## src/rtl/flash_pattern_gen_pkg.sv

```systemverilog
// Shared video package: mode enum with active-area lookups, flash FSM states
// and pixel constants used by the flash pattern generator.
package flash_pattern_gen_pkg;

    typedef enum logic [1:0] {
        VM_640X480    = 2'd0,
        VM_800X600    = 2'd1,
        VM_1280X720   = 2'd2,
        VM_1920X1080I = 2'd3
    } VideoMode;

    typedef enum logic [1:0] {
        WAIT = 2'd0,
        DARK = 2'd1,
        LIT  = 2'd2
    } FlashState;

    localparam logic [7:0] PIX_WHITE = 8'hFF;
    localparam logic [7:0] PIX_BLACK = 8'h00;

    function automatic logic [12:0] mode_h_active(input VideoMode m);
        case (m)
            VM_640X480:    return 13'd640;
            VM_800X600:    return 13'd800;
            VM_1280X720:   return 13'd1280;
            VM_1920X1080I: return 13'd1920;
            default:       return 13'd640;
        endcase
    endfunction

    // For interlaced modes this is the per-field line count.
    function automatic logic [12:0] mode_v_active(input VideoMode m);
        case (m)
            VM_640X480:    return 13'd480;
            VM_800X600:    return 13'd600;
            VM_1280X720:   return 13'd720;
            VM_1920X1080I: return 13'd540;
            default:       return 13'd480;
        endcase
    endfunction

    function automatic logic mode_interlaced(input VideoMode m);
        return (m == VM_1920X1080I);
    endfunction

endpackage

```

## src/rtl/flash_pattern_gen_scheduler.sv

```systemverilog
// Flash scheduler: WAIT -> DARK -> LIT -> DARK ... advancing once per frame tick.
// lit / first_lit_frame are registered and valid from the tick cycle onward.
import flash_pattern_gen_pkg::*;

module flash_scheduler #(
    parameter int unsigned LIT_FRAMES  = 2,
    parameter int unsigned DARK_FRAMES = 58
) (
    input  logic clock,
    input  logic reset,
    input  logic frame_tick,
    output logic lit,
    output logic first_lit_frame
);

    // A count of 0 behaves like 1; counter is compared against count-1.
    localparam logic [7:0] LIT_LAST  = (LIT_FRAMES  == 0) ? 8'd0 : 8'(LIT_FRAMES  - 1);
    localparam logic [7:0] DARK_LAST = (DARK_FRAMES == 0) ? 8'd0 : 8'(DARK_FRAMES - 1);

    FlashState   fsm;
    logic [7:0]  frame_cnt;

    // Frame-granular state machine with registered lit / first-lit flags.
    always_ff @(posedge clock or posedge reset) begin
        if (reset) begin
            fsm             <= WAIT;
            frame_cnt       <= '0;
            lit             <= 1'b0;
            first_lit_frame <= 1'b0;
        end else if (frame_tick) begin
            case (fsm)
                WAIT: begin
                    fsm             <= DARK;
                    frame_cnt       <= '0;
                    lit             <= 1'b0;
                    first_lit_frame <= 1'b0;
                end
                DARK: begin
                    if (frame_cnt >= DARK_LAST) begin
                        fsm             <= LIT;
                        frame_cnt       <= '0;
                        lit             <= 1'b1;
                        first_lit_frame <= 1'b1;
                    end else begin
                        frame_cnt       <= frame_cnt + 8'd1;
                        lit             <= 1'b0;
                        first_lit_frame <= 1'b0;
                    end
                end
                LIT: begin
                    if (frame_cnt >= LIT_LAST) begin
                        fsm             <= DARK;
                        frame_cnt       <= '0;
                        lit             <= 1'b0;
                    end else begin
                        frame_cnt       <= frame_cnt + 8'd1;
                        lit             <= 1'b1;
                    end
                    first_lit_frame <= 1'b0;
                end
                default: begin
                    fsm             <= WAIT;
                    frame_cnt       <= '0;
                    lit             <= 1'b0;
                    first_lit_frame <= 1'b0;
                end
            endcase
        end
    end

endmodule

```

## src/rtl/flash_pattern_gen.sv

```systemverilog
// Flash pattern generator: black screen with a centred box flashing white,
// two-stage pipeline aligned with the timing generator's delayed syncs.
// Optional macro TIME_SLEUTH_BORDER_EN adds a 1-pixel white active-area border.
import flash_pattern_gen_pkg::*;

module flash_pattern_gen #(
    parameter int unsigned BOX_W       = 256,
    parameter int unsigned BOX_H       = 256,
    parameter int unsigned LIT_FRAMES  = 2,
    parameter int unsigned DARK_FRAMES = 58
) (
    input  logic        clock,
    input  logic        reset,
    input  VideoMode    videoMode,
    input  logic [11:0] counterX,
    input  logic [11:0] counterY,
    input  logic        hsync,
    input  logic        vsync,
    input  logic        state,
    output logic [7:0]  red,
    output logic [7:0]  green,
    output logic [7:0]  blue,
    output logic        de,
    output logic        hsync_out,
    output logic        vsync_out,
    output logic        flash_active,
    output logic        flash_start
);

    localparam logic [12:0] BOX_W13 = 13'(BOX_W);
    localparam logic [12:0] BOX_H13 = 13'(BOX_H);

    logic [12:0] h_act, v_act, x0, y0, x_end, y_end, cx, cy;
    logic        active0, inbox0, tick0;
    logic        active_s1, inbox_s1, tick_s1;
    logic        lit, first_lit_frame, white;

    // Box geometry follows the current mode; oversize boxes start at 0.
    always_comb begin
        h_act   = mode_h_active(videoMode);
        v_act   = mode_v_active(videoMode);
        cx      = {1'b0, counterX};
        cy      = {1'b0, counterY};
        x0      = (BOX_W13 >= h_act) ? '0 : ((h_act - BOX_W13) >> 1);
        y0      = (BOX_H13 >= v_act) ? '0 : ((v_act - BOX_H13) >> 1);
        x_end   = x0 + BOX_W13;
        y_end   = y0 + BOX_H13;
        active0 = (cx < h_act) && (cy < v_act);
        inbox0  = active0 && (cx >= x0) && (cx < x_end) && (cy >= y0) && (cy < y_end);
        tick0   = (counterX == 12'd0) && (counterY == 12'd0);
    end

    // The scheduler sees the unregistered tick so its registered lit flag
    // lines up with stage 1, i.e. with the tick pixel itself.
    flash_scheduler #(
        .LIT_FRAMES  (LIT_FRAMES),
        .DARK_FRAMES (DARK_FRAMES)
    ) u_sched (
        .clock           (clock),
        .reset           (reset),
        .frame_tick      (tick0),
        .lit             (lit),
        .first_lit_frame (first_lit_frame)
    );

`ifdef TIME_SLEUTH_BORDER_EN
    logic border0, border_s1;

    // Border on first/last active column and line; odd interlaced fields skip it.
    always_comb begin
        border0 = active0
                  && ((cx == 13'd0) || (cx == 13'(h_act - 13'd1))
                      || (cy == 13'd0) || (cy == 13'(v_act - 13'd1)))
                  && !(mode_interlaced(videoMode) && state);
    end

    // Stage 1 border flag.
    always_ff @(posedge clock or posedge reset) begin
        if (reset) border_s1 <= 1'b0;
        else       border_s1 <= border0;
    end

    assign white = (inbox_s1 && lit) || border_s1;
`else
    logic unused_state;
    assign unused_state = state;
    assign white        = inbox_s1 && lit;
`endif

    // Stage 1: register counter-derived flags, aligned with incoming syncs.
    always_ff @(posedge clock or posedge reset) begin
        if (reset) begin
            active_s1 <= 1'b0;
            inbox_s1  <= 1'b0;
            tick_s1   <= 1'b0;
        end else begin
            active_s1 <= active0;
            inbox_s1  <= inbox0;
            tick_s1   <= tick0;
        end
    end

    // Stage 2: registered pixel, data enable, delayed syncs and flash markers.
    always_ff @(posedge clock or posedge reset) begin
        if (reset) begin
            red          <= PIX_BLACK;
            green        <= PIX_BLACK;
            blue         <= PIX_BLACK;
            de           <= 1'b0;
            hsync_out    <= 1'b0;
            vsync_out    <= 1'b0;
            flash_active <= 1'b0;
            flash_start  <= 1'b0;
        end else begin
            red          <= white ? PIX_WHITE : PIX_BLACK;
            green        <= white ? PIX_WHITE : PIX_BLACK;
            blue         <= white ? PIX_WHITE : PIX_BLACK;
            de           <= active_s1;
            hsync_out    <= hsync;
            vsync_out    <= vsync;
            flash_active <= lit;
            flash_start  <= tick_s1 && first_lit_frame && active_s1;
        end
    end

endmodule

```

## config.mk

```make
export PLATFORM = sky130hd
export DESIGN_NAME = flash_pattern_gen
export DESIGN_NICKNAME = d
export VERILOG_FILES = /design/src/rtl/flash_pattern_gen_pkg.sv /design/src/rtl/flash_pattern_gen_scheduler.sv /design/src/rtl/flash_pattern_gen.sv
export SDC_FILE = /design/constraint.sdc
export NUM_CORES = 1
export LEC_CHECK = 0
export ABC_AREA = 1
export CORE_MARGIN = 2
export CORE_UTILIZATION = 45
export CTS_BUF_LIST = sky130_fd_sc_hd__clkbuf_2 sky130_fd_sc_hd__clkbuf_4 sky130_fd_sc_hd__clkbuf_8
export DETAILED_ROUTE_END_ITERATION = 7
export PLACE_DENSITY = 0.82
export SYNTH_ARGS = -nofsm -noshare
export SYNTH_HDL_FRONTEND = slang
export SYNTH_SLANG_ARGS = --single-unit
export TNS_END_PERCENT = 100
```

## constraint.sdc

```tcl
create_clock -name clock -period 3.2 [get_ports clock]
set_input_delay 0.48 -clock clock [delete_from_list [all_inputs] [get_ports clock]]
set_output_delay 0.48 -clock clock [all_outputs]
set_load 0.03 [all_outputs]
```

[After elaboration in Yosys (flattened, before gate mapping)]
Cells that the tools add are included.
Widths: inputs -> output; s select.
Operators by class
  reduce and logical (&&, ||, !) cells: 14
  mux-type cells: 15
  $lt $le $gt $ge: 10
  add/sub/neg operators: 5
  equality and inequality tests: 7
Operator list (number)
  $pmux 13 s4: 2
  $lt 12x13->1: 4
  $add 12x9->13 const B: 2
  $ge 9x13->1 const A: 2
  $sub 13x9->13 const B: 2
  $ge 12x12->1: 2
  $logic_not 12->1: 2
  $mux 12: 2
  $mux 8: 3
  $pmux 8 s2: 1
  $logic_and 1x1->1: 9
  $add 8x1->8 const B: 1
  $ge 8x1->1 const B: 1
  $ge 8x6->1 const B: 1
  $eq 2x2->1 const B: 3
  $pmux 2 s3: 1
  $eq 2x1->1 const B: 2
  $logic_not 2->1: 2
  $mux 2: 2
  $ne 2x1->1 const B: 2
  $mux 1: 3
  $reduce_and 3->1: 1
  $pmux 1 s2: 1
Storage, ports and cells
  output and inout bits: 29
  input bits: 31
  flip-flop bits (word level): 28

[Longest topological paths before layout]
  word-level depth: 9
  depth in mapped cells: 12

[Cells and area by module]
Synthesis repeated with hierarchy kept, for this count alone.
Unflattened totals
  cells, all modules: 303
  area total of the unflattened synthesis: 2225.9 um^2
By module, submodules not included
  flash_pattern_gen: cells an instance 218, times used 1, seq. area each 225.2 um^2, area each 1471.4 um^2
  flash_scheduler: cells an instance 85, times used 1, seq. area each 300.3 um^2, area each 754.5 um^2

[Worst setup path after synthesis]
No wires, ideal clock.
  path kind: input to register
  start: in videoMode[0]
  end: reg inbox_s1
  library setup time: 0.086 ns
  data arrival time: 1.825 ns
  required time: 3.114 ns
  cell stages on the path: 11
  slack: 1.289 ns
  cell sequence: inv_1 ha_1 inv_1 ha_1 nand2_1 inv_1 nand3_1 nor2_1 nor2_1 nand3_1 nor3_1
Between the ends
  word-level cells in the longest chain between the ends: 9
  elaborated cells on any way between the ends: 25
  classes of those cells: add/sub: 4; order compare: 8; eq/ne: 3; mux: 4; reduce/logical: 6
RTL lines
  start: declaration: line flash_pattern_gen.sv:14  | input VideoMode videoMode,
  $eq 2x2->1 (tied with other cells): line flash_pattern_gen_pkg.sv:22, flash_pattern_gen_pkg.sv:33
  $pmux 13 s4: line flash_pattern_gen_pkg.sv:22  | case (m)
  $sub 13x9->13 / $ge 9x13->1 (equally long branches): line flash_pattern_gen.sv:44  | x0 = (BOX_W13 >= h_act) ? '0 : ((h_act - BOX_W13) >> 1);
  $mux 12: line flash_pattern_gen.sv:44
  $add 12x9->13 / $ge 12x12->1 (equally long branches): line flash_pattern_gen.sv:46, flash_pattern_gen.sv:49
  $lt 12x13->1 / $logic_and 1x1->1 (equally long branches): line flash_pattern_gen.sv:49  | inbox0 = active0 && (cx >= x0) && (cx < x_end) && (cy >= y0) && (cy < y_end);
  $logic_and 1x1->1 (2 in a row): line flash_pattern_gen.sv:49
  $logic_and 1x1->1 (*): line flash_pattern_gen.sv:49
  named net inbox0: line flash_pattern_gen.sv:34  | logic active0, inbox0, tick0;
  end signal: assignment: line flash_pattern_gen.sv:98  | inbox_s1 <= inbox0;
  end: declaration: line flash_pattern_gen.sv:35  | logic active_s1, inbox_s1, tick_s1;
The timed path passes the listed nets; every way through them passes the cells marked *. The select of a mux whose other input is x is not followed.
A chain may end at the register's enable or synchronous reset.

[Final worst setup path]
Same ends and word-level chain as after synthesis.

==> reports/qor.csv <==
stage;metric;value;unit
outcome;status;finished, final reports clean;
critical_path;R2R cell count;9;
global_route;Overflow after GRT;0;
layout;final net count;437;
clock_tree;clk buf depth;2;
logic_synthesis;post-synthesis sequential area ratio;0.231;
logic_synthesis;Mapped Cells;321;
hold_path;hold crit path type;register to register;
timing;Slew Limit Headroom;0.487;
floorplan;I/O pin cnt;60;
timing;Hold Fails Final Rpt;0;
logic_synthesis;Post-Synthesis Cell Area;0.00228;mm²
global_route;initial antenna violation count;0;
clock_tree;hold_buf cts;0;
timing;Setup Viol. Count Final;0;
floorplan;Core ar.;0.00482;mm²
logic_synthesis;syn_area_per_cell;7.10;µm²
route;routed via count;2080;
logic_synthesis;#FFs+latches synth;21;
hold_path;min-delay src;active_s1$_DFF_PP0_;
global_route;total global-route track usage;0.181;
placement;IO Port Bufs;58;
layout;Area Growth Syn to Fin;24.4;%
timing;Max Fclk;0.419;GHz
timing;setup TNS;0;ns
clock_tree;Clock Latency Late Sink;0.27;ns
critical_path;critical path type;input port to register;
route;antenna viol nets, final;0;
layout;share of post-route cells with drive strength above 1;0.0442;
clock_tree;Num CTS Buffers;3;
job;Max-Cap Viols;0;
route;Starting DRT DRC Count;135;
timing;RSZ-0062 raised after global routing;false;
critical_path;CP Data Arrival Time;2.58;ns
timing;final worst-path cycle share;0.745;
critical_path;Worst Path Required;3.39;ns
logic_synthesis;top_reg_cell synth;dfrtp_1;
route;DRC Markers;0;
timing;Final Critical Period;2.38;ns
critical_path;Worst Setup SP;videoMode[0];
critical_path;Critical Path Source Type;input port;
route;routed length per placed instance;11.5;µm
clock_tree;Post-CTS Resized;0;
clock_tree;setup repair bufs after CTS;0;
logic_synthesis;number of library cell types mapped by synthesis;23;
layout;# diodes;0;
logic_synthesis;most numerous cell in the Yosys netlist;nand2_1;
clock_tree;Reg clk slew, reported paths;0.08;ns
logic_synthesis;list of most frequent post-synthesis cells;nand2_1 (86), inv_1 (46), ha_1 (43), nor2_1 (39), buf_4 (23);
global_route;largest net degree at the start of global routing;25;
placement;DP HPWL;4030;µm
logic_synthesis;post-synth top area share;0.236;
critical_path;Reg2Reg Launch Point;u_sched.frame_cnt[0]$_DFFE_PP0P_;
critical_path;R2R setup slack;1.57;ns
hold_path;hold worst-path end;de$_DFF_PP0_;
route;drt first pass iters;4;
logic_synthesis;cell accounting for the most synthesized area;ha_1;
clock_tree;# H-tree levels;1;
route;routed vias/inst;4.85;
floorplan;Initial Util;0.473;
logic_synthesis;Post-synth EDFFs;0;
power;Peak VDD IR;0.134;mV
timing;Slew Viols, Final;0;
critical_path;Crit. End Element;register;
logic_synthesis;top cells by area, synth;ha_1 (24%), dfrtp_1 (23%), nand2_1 (14%), buf_4 (7.6%), inv_1 (7.6%);
logic_synthesis;Ys Warns;0;
floorplan;die height;75.2;µm
hold_path;WHS Path Cells;0;
global_route;first-pass GRT wire length;8030;µm
floorplan;# rows;25;
route;Total Wirelength;4930;µm
clock_tree;clock sink count;21;
clock_tree;TritonCTS clock tree;built;
logic_synthesis;ys async rst share;1.00;
power;total power;0.637;mW
logic_synthesis;syn_nets;395;
floorplan;DIE AREA;0.00565;mm²
critical_path;r2r endpoint;u_sched.fsm[1]$_DFFE_PP0P_;
placement;GP Congestion;0.901;
clock_tree;CTS root buf;clkbuf_8;
timing;worst slew pin tran;0.769;ns
global_route;vias in the first global route;1891;
critical_path;Crit Path Max Fanout;7;
floorplan;die width;75.2;µm
power;Lkg Pwr;1.45;nW
timing;worst clock skew;0.00296;ns
power;Power Density;225;mW/mm²
-- worst max-delay path, stage by stage --
cell and delay (ns):
clkdlybuf4s50_1 0.42, buf_4 0.17, ha_1 0.30, nor2_1 0.26, ha_1 0.30, nand2_1 0.07
nand2_1 0.05, nor2_1 0.08, nand2_1 0.06, nor2_1 0.09, nand3_1 0.10, nor3_1 0.19
-- kinds of logic (layout without fill, tap and decap cells) --
logic type / Yosys count / in the layout / share of synthesized area
xor+xnor: 3 / 3 / 0.0115
simple gates: 170 / 170 / 0.333
fa+ha+maj: 43 / 43 / 0.236
buf+inv: 69 / 110 / 0.152
compound gates: 15 / 15 / 0.0368
flops: 21 / 21 / 0.231
-- area by class of cell --
cell class	count	area [µm²]
clock buffer	3	41.3
tap	67	83.8
timing repair buffer	60	596
sequential	21	526
fill	466	1980
multi-input combinational	231	1410
inverter	46	173
clock inverter	1	7.51
-- metrics by stage --
step           hold WS [ns]  instances   util  setup slack (ns)  instance area (µm²)
3_5_place_dp          0.377        425  0.578             0.545                 2790
3_3_place_gp          0.359        425  0.578             0.566                 2790
5_1_grt               0.408        429  0.588             0.620                 2830
2_1_floorplan         0.347        321      -              1.29                 2280
4_1_cts               0.395        429  0.588             0.827                 2830
6_report              0.391        429  0.588             0.816                 2830
-- flip-flops by register name, summed over array words and instances, names as in the netlist --
signal                   count
inbox_s1                     1
u_sched.frame_cnt            8
blue                         1
active_s1                    1
u_sched.lit                  1
de                           1
flash_active                 1
flash_start                  1
u_sched.first_lit_frame      1
tick_s1                      1
u_sched.fsm                  2
hsync_out                    1
vsync_out                    1
-- metal layers --
metal	share of wire	GRT usage	vias up
met1	0.44	0.219	934
met5	0	0	-
met3	0.060	0.0147	5
met4	0.015	0.0624	0
met2	0.48	0.335	77
li1	-	-	1064
-- where the power goes --
group	switching, mW	total (mW)	internal (mW)	leakage (nW)
sequential	0.000774	0.268	0.267	0.262
combinational	0.101	0.187	0.0861	1.16
clock	0.0930	0.181	0.0882	0.0217
-- placed cells by master (no fill, tap or decap), types with 2 or more instances in the layout --
cell type / n
a21oi_1: 9
nand2_1: 86
and3_1: 2
nand3_1: 22
dfrtp_1: 21
clkdlybuf4s50_1: 58
o21ai_0: 3
ha_1: 43
nand2_2: 2
xor2_1: 3
clkbuf_8: 3
nand3b_1: 3
inv_1: 46
nor2_4: 5
nand4_1: 3
nor3_1: 4
buf_4: 2
nor2_1: 39
-- worst max path at each step --
stage	slack (ns)	end
floorplan	1.29	inbox_s1$_DFF_PP0_
global placement	0.57	inbox_s1$_DFF_PP0_
detailed placement	0.54	inbox_s1$_DFF_PP0_
CTS	0.83	inbox_s1$_DFF_PP0_
global route	0.62	inbox_s1$_DFF_PP0_
finish	0.82	inbox_s1$_DFF_PP0_
(Power assumes the default switching activity.)
